--- config.mk ---
export PLATFORM = sky130hd
export DESIGN_NAME = manta_resp_tx
export DESIGN_NICKNAME = d
export VERILOG_FILES = /design/src/rtl/manta_resp_tx.sv
export SDC_FILE = /design/constraint.sdc
export NUM_CORES = 1
export LEC_CHECK = 0
export CAP_MARGIN = 0
export CORE_ASPECT_RATIO = 1.25
export CORE_MARGIN = 5
export CORE_UTILIZATION = 32
export DETAILED_ROUTE_END_ITERATION = 10
export HOLD_SLACK_MARGIN = 0.05
export MAX_ROUTING_LAYER = met4
export PLACE_DENSITY = 0.6
export SLEW_MARGIN = 20
export SYNTH_ARGS = -nofsm -noshare
export SYNTH_HDL_FRONTEND = slang
export SYNTH_SLANG_ARGS = --single-unit
export TNS_END_PERCENT = 20
--- constraint.sdc ---
create_clock -name clk -period 2.7 [get_ports clk]
set_clock_uncertainty 0.1 [all_clocks]
set_input_delay 0.405 -clock clk [delete_from_list [all_inputs] [get_ports clk]]
set_output_delay 0.405 -clock clk [all_outputs]
set_load 0.02 [all_outputs]
--- src/rtl/manta_resp_tx.sv ---
// Response serializer: frames each read response as "D" + 4 hex digits + CR LF for the UART.
// Optional MANTA_RESP_WRITE_ACK_EN also frames write responses as "W" CR LF.
module manta_resp_tx (
    input  logic        clk,
    input  logic        rst_n,
    input  logic [15:0] data_i,
    input  logic        rw_i,
    input  logic        valid_i,
    output logic [7:0]  tx_data_o,
    output logic        tx_valid_o,
    input  logic        tx_ready_i,
    output logic        busy_o,
    output logic        overrun_o
);

`ifdef MANTA_RESP_WRITE_ACK_EN
    localparam logic WackEn = 1'b1;
`else
    localparam logic WackEn = 1'b0;
`endif

    typedef enum logic {StIdle, StSend} state_t;

    state_t      r_state, w_state_d;
    logic [15:0] r_act_data, w_act_data_d;
    logic        r_act_w, w_act_w_d;
    logic [2:0]  r_idx, w_idx_d;
    logic [15:0] r_pend_data, w_pend_data_d;
    logic        r_pend_w, w_pend_w_d;
    logic        r_pend_v, w_pend_v_d;
    logic        r_overrun, w_overrun_d;
    logic [7:0]  r_tx_data, w_tx_data_d;
    logic        r_tx_valid, w_tx_valid_d;

    logic w_acc, w_xfer, w_last;

    function automatic logic [7:0] hex_char(input logic [3:0] n);
        return (n < 4'd10) ? (8'h30 + {4'h0, n}) : (8'h37 + {4'h0, n});
    endfunction

    function automatic logic [7:0] frame_byte(input logic [15:0] d, input logic w,
                                              input logic [2:0] idx);
        logic [7:0] b;
        if (w) begin
            case (idx)
                3'd0:    b = 8'h57;
                3'd1:    b = 8'h0D;
                default: b = 8'h0A;
            endcase
        end else begin
            case (idx)
                3'd0:    b = 8'h44;
                3'd1:    b = hex_char(d[15:12]);
                3'd2:    b = hex_char(d[11:8]);
                3'd3:    b = hex_char(d[7:4]);
                3'd4:    b = hex_char(d[3:0]);
                3'd5:    b = 8'h0D;
                default: b = 8'h0A;
            endcase
        end
        return b;
    endfunction

    always_comb begin
        w_acc  = valid_i & (~rw_i | WackEn);
        w_xfer = r_tx_valid & tx_ready_i;
        w_last = w_xfer & (r_idx == (r_act_w ? 3'd2 : 3'd6));

        w_state_d     = r_state;
        w_act_data_d  = r_act_data;
        w_act_w_d     = r_act_w;
        w_idx_d       = r_idx;
        w_pend_data_d = r_pend_data;
        w_pend_w_d    = r_pend_w;
        w_pend_v_d    = r_pend_v;
        w_overrun_d   = r_overrun;

        case (r_state)
            StIdle: begin
                if (w_acc) begin
                    w_act_data_d = data_i;
                    w_act_w_d    = rw_i & WackEn;
                    w_idx_d      = 3'd0;
                    w_state_d    = StSend;
                end
            end
            default: begin
                if (w_last) begin
                    if (r_pend_v) begin
                        // Pending drains into active; a same-cycle arrival refills pending.
                        w_act_data_d = r_pend_data;
                        w_act_w_d    = r_pend_w;
                        w_idx_d      = 3'd0;
                        w_pend_v_d   = w_acc;
                        if (w_acc) begin
                            w_pend_data_d = data_i;
                            w_pend_w_d    = rw_i & WackEn;
                        end
                    end else if (w_acc) begin
                        w_act_data_d = data_i;
                        w_act_w_d    = rw_i & WackEn;
                        w_idx_d      = 3'd0;
                    end else begin
                        w_state_d = StIdle;
                    end
                end else begin
                    if (w_xfer) begin
                        w_idx_d = r_idx + 3'd1;
                    end
                    if (w_acc) begin
                        if (!r_pend_v) begin
                            w_pend_data_d = data_i;
                            w_pend_w_d    = rw_i & WackEn;
                            w_pend_v_d    = 1'b1;
                        end else begin
                            w_overrun_d = 1'b1;
                        end
                    end
                end
            end
        endcase

        // Outputs are registered from the next-state view so byte 0 appears one cycle after valid_i.
        w_tx_valid_d = (w_state_d == StSend);
        w_tx_data_d  = w_tx_valid_d ? frame_byte(w_act_data_d, w_act_w_d, w_idx_d) : 8'h00;
    end

    always_ff @(posedge clk or negedge rst_n) begin
        if (!rst_n) begin
            r_state     <= StIdle;
            r_act_data  <= 16'h0000;
            r_act_w     <= 1'b0;
            r_idx       <= 3'd0;
            r_pend_data <= 16'h0000;
            r_pend_w    <= 1'b0;
            r_pend_v    <= 1'b0;
            r_overrun   <= 1'b0;
            r_tx_data   <= 8'h00;
            r_tx_valid  <= 1'b0;
        end else begin
            r_state     <= w_state_d;
            r_act_data  <= w_act_data_d;
            r_act_w     <= w_act_w_d;
            r_idx       <= w_idx_d;
            r_pend_data <= w_pend_data_d;
            r_pend_w    <= w_pend_w_d;
            r_pend_v    <= w_pend_v_d;
            r_overrun   <= w_overrun_d;
            r_tx_data   <= w_tx_data_d;
            r_tx_valid  <= w_tx_valid_d;
        end
    end

    assign tx_data_o  = r_tx_data;
    assign tx_valid_o = r_tx_valid;
    assign busy_o     = (r_state == StSend);
    assign overrun_o  = r_overrun;

endmodule

# Yosys cells after proc, flatten, opt, wreduce, memory -nomap -nowiden
# Index checks and enable logic that the tools add are counted.
# totals
elab_cells	79
regBits	48
mem_bits_rw	0
rom_bits	0
latch_bits	0
mem_count	0
# classes
add_sub_neg	9
n_reduce_logical	5
n_mux	39
n_eq_ne	8
n_div	0
mul	0
bitwise_logic	5
order_cmp	4
shifts	0
# op_table
op	count
2-to-1 mux 16 bit	9
adder 6 x 4 -> 7 bit, first input constant	8
case mux 7 bit (6 select lines)	1
2-to-1 mux 7 bit	4
2-to-1 mux 3 bit	6
< comparator 4 bit, second input constant	4
2-to-1 mux 1 bit	16
2-to-1 mux 8 bit	2
case mux 7 bit (2 select lines)	1
AND reduction 4 bit	2
equality test 3 x 2 -> 1 bit, second input constant	2
equality test 3 bit, second input constant	2
adder 3 x 1 -> 3 bit, second input constant	1
AND 1 bit	3
equality test 3 x 1 -> 1 bit, second input constant	1
equality test 3 bit	1
zero test 3 bit	1
inequality test 2 x 1 -> 1 bit, second input constant	1
inequality test 2 bit, second input constant	1
inverter 1 bit	2
AND reduction 2 bit	1
nonzero test 2 bit	1

# Depth between registers and ports, before layout
# Gate-level depths: netlist of the first run.
# logic_depth
depth_word	11
mapped_depth	13
depth_no_buf	12

# Worst setup path before layout of the first run
# Ideal clock, no wire load.
# synth_timing
path_type	reg2reg
startpoint	reg r_act_w
endpoint	reg r_tx_data[6] (netlist: tx_data_o[6])
t_required_ps	2474
path_stages_with_launch	12
slack_ps	-79
synth_period_minus_slack_ps	2779
arrival_ps	2553
path_cell_list	dfrtp_1 xnor2_2 o31ai_4 and2_4 buf_12 a221oi_1 ha_1 o21bai_1 and2_1 a2bb2o_1 nand2_1 a31oi_1
# synth_between
elab_chain_cells	10
# synth_rtl
item	line_no	text
from (decl)	26	logic r_act_w, w_act_w_d;
from (signal assigned)	143	r_act_w <= w_act_w_d;
2-to-1 mux 3 bit	67	w_last = w_xfer & (r_idx == (r_act_w ? 3'd2 : 3'd6));
equality test 3 bit	67	
AND 1 bit	67	
2-to-1 mux 16 bit	88	if (w_last) begin
2-to-1 mux 16 bit	78	case (r_state)
adder 6 x 4 -> 7 bit / < comparator 4 bit (equally long branches)	38	return (n < 4'd10) ? (8'h30 + {4'h0, n}) : (8'h37 + {4'h0, n});
2-to-1 mux 7 bit	38	
case mux 7 bit (6 select lines)	51	case (idx)
2-to-1 mux 8 bit	44	if (w) begin
2-to-1 mux 8 bit *	125	w_tx_data_d = w_tx_valid_d ? frame_byte(w_act_data_d, w_act_w_d, w_idx_d) : 8'h00;
net w_tx_data_d[6]	32	logic [7:0] r_tx_data, w_tx_data_d;
to (signal assigned)	149	r_tx_data <= w_tx_data_d;
to (decl)	32	
# The timed path passes the listed nets; every way through them passes the cells marked *.
# A chain may end at the register's enable or synchronous reset.

# Worst setup path in the final report of the first run
# layout_timing
startpoint	reg r_act_w
endpoint	reg r_tx_data[0] (netlist: tx_data_o[0])
# Same word-level chain as after synthesis.

==> impl_metrics.py, run 1 <==
metrics = {
    "place": {
        "port_buffers": 30,
        "hpwl_um": 6060,
        "dp.cells": 473,
        "gpl.final_weighted_congestion": 1.00,
    },
    "timing": {
        "setup_repair_after_global_routing_missed_its_margin": "yes",
        "timing.final.max_slew_violations": 0,
        "timing.final.setup_violations": 1,
        "final-hold-violation-count": 0,
        "min_period_ns": 2.71,
        "worst_slew_pin_slew_ns": 0.586,
        "fmaxAchievable_ghz": 0.370,
        "fin_tns_setup_ns": -0.00624,
        "worst_slack_ns": -0.00624,
        "timing.slew.headroom_pct": 60.9,
        "min_period_over_period_pct": 100,
    },
    "logic_synthesis": {
        "synthesized_cell_area_mm2": 0.00266,
        "synthFlopType": "sky130_fd_sc_hd__dfrtp_1",
        "postSynthNetCount": 302,
        "postSynthAreaPerCell_um2": 9.61,
        "syn-instance-count": 277,
        "seq_area_frac_synth_pct": 43.3,
        "ys_types": 60,
        "edff_count_synth": 0,
        "yosysWarnings": 0,
        "ys_ff_latch": 46,
        "share_of_async_settable_or_async_resettable_flops_after_synthesis_pct": 100,
    },
    "setup_path": {
        "capturing_point_of_the_worst_reg2reg_path": "tx_data_o[0]",
        "setup.worst_path.start_class": "flip-flop",
        "critical-path-top-cell-by-count": "sky130_fd_sc_hd__buf_4",
        "cpPeakStageDelay_ns": 0.46,
        "cp_num_buf_inv": 3,
        "r2r_slack_ns": -0.006,
        "worst_r2r_startpoint": "r_act_w",
        "worst-path-stages": 11,
        "worst_ep_arrival_time_ns": 2.81,
        "critPathKind": "flip-flop to flip-flop",
        "critical_path.cell_chain": "buf_12 -> xnor2_4 -> buf_4 -> nor3_1 -> o31ai_1 -> buf_4 -> nand3_1 -> or2_2 -> nand2_1 -> o21ai_0 -> a41oi_1",
        "timing.critical_path.to": "tx_data_o[0]",
        "cpMaxStageDelayCell": "sky130_fd_sc_hd__dfrtp_2",
        "setup.worst_path.end_class": "flip-flop",
        "rr_worst_depth": 11,
        "path_delay_family": "simple AND/OR/NAND/NOR gates",
        "worst_ep_required_time_ns": 2.80,
        "crit_start": "r_act_w",
        "critPathMaxFanout": 5,
    },
    "global_route": {
        "grt_max_degree": 47,
        "all_layer_global_routing_usage_pct": 16.3,
        "globalRoute.totalOverflow": 0,
        "grt_first_pass_wirelength_um": 13000,
        "grt_antenna_before_repair": 0,
        "number_of_global_route_vias_before_repair": 2606,
    },
    "power_and_ir_drop": {
        "switching_share_pct": 40.0,
        "clockPowerShare_pct": 9.4,
        "combPwrFrac_pct": 65.4,
        "power_density_mw_per_mm2": 1150,
        "cell_internal_pwr_mw": 2.74,
        "cellLeakagePower_nw": 1.79,
        "switchingPower_mw": 1.82,
        "seq_power_share_pct": 25.3,
        "peakVddDrop_mv": 0.512,
    },
    "die": {
        "die_w_um": 91.6,
        "design.portCount": 32,
        "placementRows": 37,
        "core_region_area_mm2": 0.00819,
        "initial_utilization_pct": 32.5,
        "height_of_the_die_um": 112,
        "die_area_mm2": 0.0103,
    },
    "routing": {
        "routed_wl_um": 8100,
        "drt_iter0_markers": 185,
        "detail_route.vias_per_cell": 5.19,
        "postRouteAntennaNets": 0,
        "route.vias.total": 2533,
        "drcViolationCount": 0,
        "drt_pre_antenna_iters": 4,
        "wire_per_inst_um": 16.6,
    },
    "cells_and_area": {
        "final_std_cells_w_o_fill": 488,
        "num-nets-final": 415,
        "antenna_diode_instance_count": 0,
        "fraction_of_layout_cells_with_a_size_suffix_above_1_pct": 37.1,
        "layout-area-overhead-vs-synth_pct": 48.9,
    },
    "clocking": {
        "worst_setup_hold_path_clk_slew_ns": 0.09,
        "clock_path_buffers": 2,
        "root_buffer": "sky130_fd_sc_hd__clkbuf_8",
        "htreeDepth": 2,
        "cts_made_buffers": 5,
        "worst_skew_pair.late_latency_ns": 0.31,
        "cts_tree": "yes",
        "cts.sink_count": 46,
    },
    "status": {
        "outcome": "complete, but fails checks",
        "failed_checks": "negative setup slack",
    },
    "job": {
        "max_cap_viol_count": 0,
    },
    "hold_path": {
        "min_path_type": "input port to asynchronous set/reset pin",
    },
}
placed cells by master, fill, tap and decap left out, drive strengths merged, types with 3 or more instances in the layout:
cell and count:
buf 90, dfrtp 46, clkdlybuf4s50 28, nand2 28, inv 24, o21ai 21, a21oi 15, o22ai 13
mux2 11, nor2 10, nand3 9, a31oi 6, xnor2 6, clkbuf 6, and3 5, mux2i 5
nor3 5, o31ai 4, a221oi 4, a32oi 4, ha 4, a22o 3, nor2b 3, and2 3
a21boi 3
area by class of cell:
| type | count | area, um2 |
|---|---|---|
| Timing Repair Buffer | 119 | 1010 |
| Clock buffer | 6 | 72.6 |
| Tap cell | 97 | 121 |
| Fill cell | 779 | 4230 |
| Clock inverter | 2 | 13.8 |
| Multi-Input combinational cell | 194 | 1500 |
| Sequential cell | 46 | 1150 |
| Inverter | 24 | 90.1 |
Yosys cell counts (6+ instances only):
cell | instances | area [um2]
sky130_fd_sc_hd__nand3_1 | 9 | 45.0
sky130_fd_sc_hd__o21ai_0 | 18 | 90.1
sky130_fd_sc_hd__dfrtp_1 | 46 | 1150
sky130_fd_sc_hd__nor2_1 | 9 | 33.8
sky130_fd_sc_hd__a31oi_1 | 6 | 37.5
sky130_fd_sc_hd__a21oi_1 | 9 | 45.0
sky130_fd_sc_hd__inv_1 | 23 | 86.3
sky130_fd_sc_hd__o22ai_1 | 13 | 81.3
sky130_fd_sc_hd__mux2_2 | 11 | 124
sky130_fd_sc_hd__nand2_1 | 28 | 105
per-stage QoR:
step | util [%] | instance area (um2) | hold slack, ns | setup slack (ns) | power (mW)
after detailed placement | 44.8 | 3670 | 0.372 | -0.343 | 3.82
after global routing | 48.4 | 3960 | 0.141 | -0.129 | 4.91
final | 48.4 | 3960 | 0.0718 | -0.00624 | 4.56
after CTS | 46.0 | 3770 | 0.101 | -0.0535 | 4.29
after global placement | 44.8 | 3670 | 0.369 | -0.319 | 3.78
after floorplan | - | 2680 | 0.00941 | 0.0584 | 2.58
kinds of logic (layout without fill, tap and decap cells):
logic type,after synthesis,after routing,synth area share (%)
AOI/OAI and AO/OA,93,93,25.8
and+or+nand+nor,73,73,13.5
DFF,46,46,43.3
buffers and inverters,37,151,6.30
muxes,16,16,6.54
xor gates and xnor gates,7,7,2.59
adders and majority gates,4,4,1.88
other,1,1,0.141
how the worst min path moves through the flow:
stage                      end  slack (ns)  depth (start not counted)
2_1_floorplan        overrun_o       0.009                          0
3_3_place_gp    r_pend_data[2]        0.37                          2
3_5_place_dp         overrun_o        0.37                          1
4_1_cts        r_pend_data[13]        0.10                          2
5_1_grt              overrun_o        0.14                          2
6_report              r_pend_v        0.07                          2
flip-flops by register name, summed over array words and instances, names as in the netlist:
signal	count
tx_valid_o	1
overrun_o	1
r_act_w	1
r_idx	3
r_pend_v	1
tx_data_o	7
r_act_data	16
r_pend_data	16
power by group through the flow:
stage	registers (mW)	logic (mW)	clock network [mW]
3_3_place_gp	1.15	2.63	0
4_1_cts	1.14	2.70	0.445
6_report	1.15	2.98	0.429
2_1_floorplan	1.19	1.39	0
3_5_place_dp	1.16	2.66	0
5_1_grt	1.19	3.25	0.473
what timing repair did:
item | CTS | global route
gates cloned | 0 | 0
setup buffers | 1 | 6
hold endpoints to repair | 0 | 0
setup endpoints to repair | 4 | 7
hold buffers | 0 | 0
pin swaps | 1 | 8
resized for setup | 2 | 34
metal layers:
| metal | GRT usage [%] | part of all wire [%] | routed length [um] |
|---|---|---|---|
| met3 | 2.70 | 3.6 | 289 |
| met5 | - | 0 | 0 |
| met1 | 19.0 | 40 | 3260 |
| met2 | 28.1 | 54 | 4340 |
| met4 | 5.84 | 2.6 | 207 |
Power figures use the tool's default switching activity.
==> run 2, diff against run 1 <==
--- a/config.mk
+++ b/config.mk
@@ -7,12 +7,11 @@
 export LEC_CHECK = 0
 export CAP_MARGIN = 0
 export CORE_ASPECT_RATIO = 1.25
-export CORE_MARGIN = 5
-export CORE_UTILIZATION = 32
+export CORE_UTILIZATION = 50
 export DETAILED_ROUTE_END_ITERATION = 10
 export HOLD_SLACK_MARGIN = 0.05
 export MAX_ROUTING_LAYER = met4
-export PLACE_DENSITY = 0.6
+export PLACE_DENSITY = 0.83
 export SLEW_MARGIN = 20
 export SYNTH_ARGS = -nofsm -noshare
 export SYNTH_HDL_FRONTEND = slang
==> impl_metrics.py, run 2 (synthesis gave the netlist of run 1 again) <==
metrics = {
    "cells_and_area": {
        "layout_common_cells": "sky130_fd_sc_hd__buf_4, sky130_fd_sc_hd__dfrtp_1, sky130_fd_sc_hd__clkdlybuf4s50_1, sky130_fd_sc_hd__nand2_1, sky130_fd_sc_hd__inv_1",
        "layout-area-overhead-vs-synth_pct": 41.0,
        "fillers": 370,
        "antenna_diode_instance_count": 0,
        "final_std_cells_w_o_fill": 441,
        "num-nets-final": 403,
        "fraction_of_layout_cells_with_a_size_suffix_above_1_pct": 34.0,
        "core_util_final_pct": 73.3,
        "final_common_cell": "sky130_fd_sc_hd__buf_4",
    },
    "timing": {
        "timing.final.max_slew_violations": 0,
        "timing.final.setup_violations": 0,
        "min_period_ns": 2.68,
        "min_period_over_period_pct": 99.1,
        "fmaxAchievable_ghz": 0.374,
        "final-hold-violation-count": 0,
        "setup_repair_after_global_routing_missed_its_margin": "yes",
    },
    "die": {
        "core_region_area_mm2": 0.00512,
        "die_w_um": 67.3,
        "placementRows": 29,
        "initial_utilization_pct": 52.0,
        "die_area_mm2": 0.00562,
        "design.portCount": 32,
        "height_of_the_die_um": 83.6,
    },
    "routing": {
        "detail_route.vias_per_cell": 5.88,
        "postRouteAntennaNets": 0,
        "drt_iter0_markers": 137,
        "drt_pre_antenna_iters": 4,
        "drcViolationCount": 0,
        "wire_per_inst_um": 16.8,
        "route.vias.total": 2593,
        "routed_wl_um": 7400,
    },
    "clocking": {
        "clock_path_buffers": 2,
        "root_buffer": "sky130_fd_sc_hd__clkbuf_8",
        "worst_skew_pair.late_latency_ns": 0.30,
        "cts_tree": "yes",
        "htreeDepth": 2,
        "worst_setup_hold_path_clk_slew_ns": 0.09,
        "cts_made_buffers": 5,
        "cts.sink_count": 46,
    },
    "setup_path": {
        "critical_path.cell_chain": "buf_6 -> xnor2_4 -> buf_12 -> a221oi_4 -> buf_4 -> o22ai_1 -> a21oi_2 -> a21oi_1 -> buf_4 -> o32a_1 -> a211oi_1",
        "cpPeakStageDelay_ns": 0.42,
        "critPathKind": "flip-flop to flip-flop",
        "worst_ep_required_time_ns": 2.81,
        "cp_num_buf_inv": 4,
        "critical-path-top-cell-by-count": "sky130_fd_sc_hd__buf_4",
        "path_delay_family": "compound AO/OA/AOI/OAI gates",
        "setup.worst_path.end_class": "flip-flop",
        "worst_ep_arrival_time_ns": 2.78,
        "setup.worst_path.start_class": "flip-flop",
        "critPathMaxFanout": 7,
        "cpMaxStageDelayCell": "sky130_fd_sc_hd__dfrtp_1",
        "rr_worst_depth": 11,
        "worst-path-stages": 11,
    },
    "job": {
        "max_cap_viol_count": 0,
    },
    "place": {
        "dp.cells": 426,
        "port_buffers": 30,
        "gpl.final_weighted_congestion": 0.860,
        "hpwl_um": 5690,
    },
    "power_and_ir_drop": {
        "power_density_mw_per_mm2": 1160,
        "peakVddDrop_mv": 0.615,
        "cellLeakagePower_nw": 1.73,
    },
    "global_route": {
        "grt_max_degree": 28,
        "all_layer_global_routing_usage_pct": 29.1,
        "number_of_global_route_vias_before_repair": 2622,
        "grt_antenna_before_repair": 0,
        "globalRoute.totalOverflow": 0,
        "grt_first_pass_wirelength_um": 12000,
    },
    "status": {
        "outcome": "finished, final reports clean",
    },
    "hold_path": {
        "min_path_type": "flip-flop to flip-flop",
        "number_of_instances_on_the_worst_hold_path": 2,
    },
}
[run 2: worst paths after layout]
check | start | endpoint | slack, ns
setup reg to reg | r_idx[2] | tx_data_o[5] | 0.02
min in group asynchronous | rst_n | r_pend_data[9] | 0.49
max in group asynchronous | rst_n | r_pend_data[8] | 1.29
hold reg to reg | r_pend_data[5] | r_pend_data[5] | 0.40
hold / removal | r_pend_data[5] | r_pend_data[5] | 0.40
setup / recovery | r_idx[2] | tx_data_o[5] | 0.02
[run 2: power by group]
part           leakage [nW]  switching, mW  internal (mW)
clock                0.0441          0.244          0.182
sequential            0.540          0.165           1.00
combinational          1.14           1.34           1.40
total                  1.73           1.75           2.59
[run 2: worst register-to-register path: stages (launching register included)]
cell	delay, ns
sky130_fd_sc_hd__dfrtp_1	0.42
sky130_fd_sc_hd__buf_6	0.15
sky130_fd_sc_hd__xnor2_4	0.14
sky130_fd_sc_hd__buf_12	0.15
sky130_fd_sc_hd__a221oi_4	0.29
sky130_fd_sc_hd__buf_4	0.18
sky130_fd_sc_hd__o22ai_1	0.09
sky130_fd_sc_hd__a21oi_2	0.25
sky130_fd_sc_hd__a21oi_1	0.17
sky130_fd_sc_hd__buf_4	0.16
sky130_fd_sc_hd__o32a_1	0.27
sky130_fd_sc_hd__a211oi_1	0.23
[run 2: metal layers]
metal	wire, um	share of wire [%]	global-route usage [%]
met1	2990	40	35.2
met2	3720	50	47.0
met3	423	5.7	4.51
met4	267	3.6	12.4
met5	0	0	-
[run 2: cell type report]
class / instances / area (um2) / area share (%)
Multi-Input combinational cell: 194 / 1440 / 38.3
Clock inverter: 3 / 21.3 / 0.567
Tap cell: 62 / 77.6 / 2.07
Sequential cell: 46 / 1150 / 30.7
Clock buffer: 5 / 68.8 / 1.83
Timing Repair Buffer: 107 / 903 / 24.1
Inverter: 24 / 90.1 / 2.40
[run 2: what timing repair did]
item                       in CTS  in global routing
cloned                          0                  0
resized for setup               6                 21
pin swaps                       2                 10
setup endpoints to repair       6                  6
setup buffers                   0                  6
hold buffers                    1                  0
hold endpoints to repair       19                  0
[run 2: stage by stage]
step                      area (um2)  setup WS, ns  TNS [ns]  power (mW)  hold WS, ns
after detailed placement        3510        -0.444     -2.72        3.67        0.287
after global placement          3510        -0.401     -2.35        3.59        0.284
after global routing            3750       -0.0791    -0.289        4.61        0.418
after CTS                       3630       -0.0130   -0.0190        4.13        0.402
after floorplan                 2680        0.0584         0        2.58      0.00941
final                           3750        0.0249         0        4.34        0.401
==> run 3, diff against run 2 <==
--- a/config.mk
+++ b/config.mk
@@ -5,7 +5,6 @@
 export SDC_FILE = /design/constraint.sdc
 export NUM_CORES = 1
 export LEC_CHECK = 0
-export CAP_MARGIN = 0
 export CORE_ASPECT_RATIO = 1.25
 export CORE_UTILIZATION = 50
 export DETAILED_ROUTE_END_ITERATION = 10
==> results of run 3 <==
The final DEF is identical to that of run 2; final timing and power are the same.
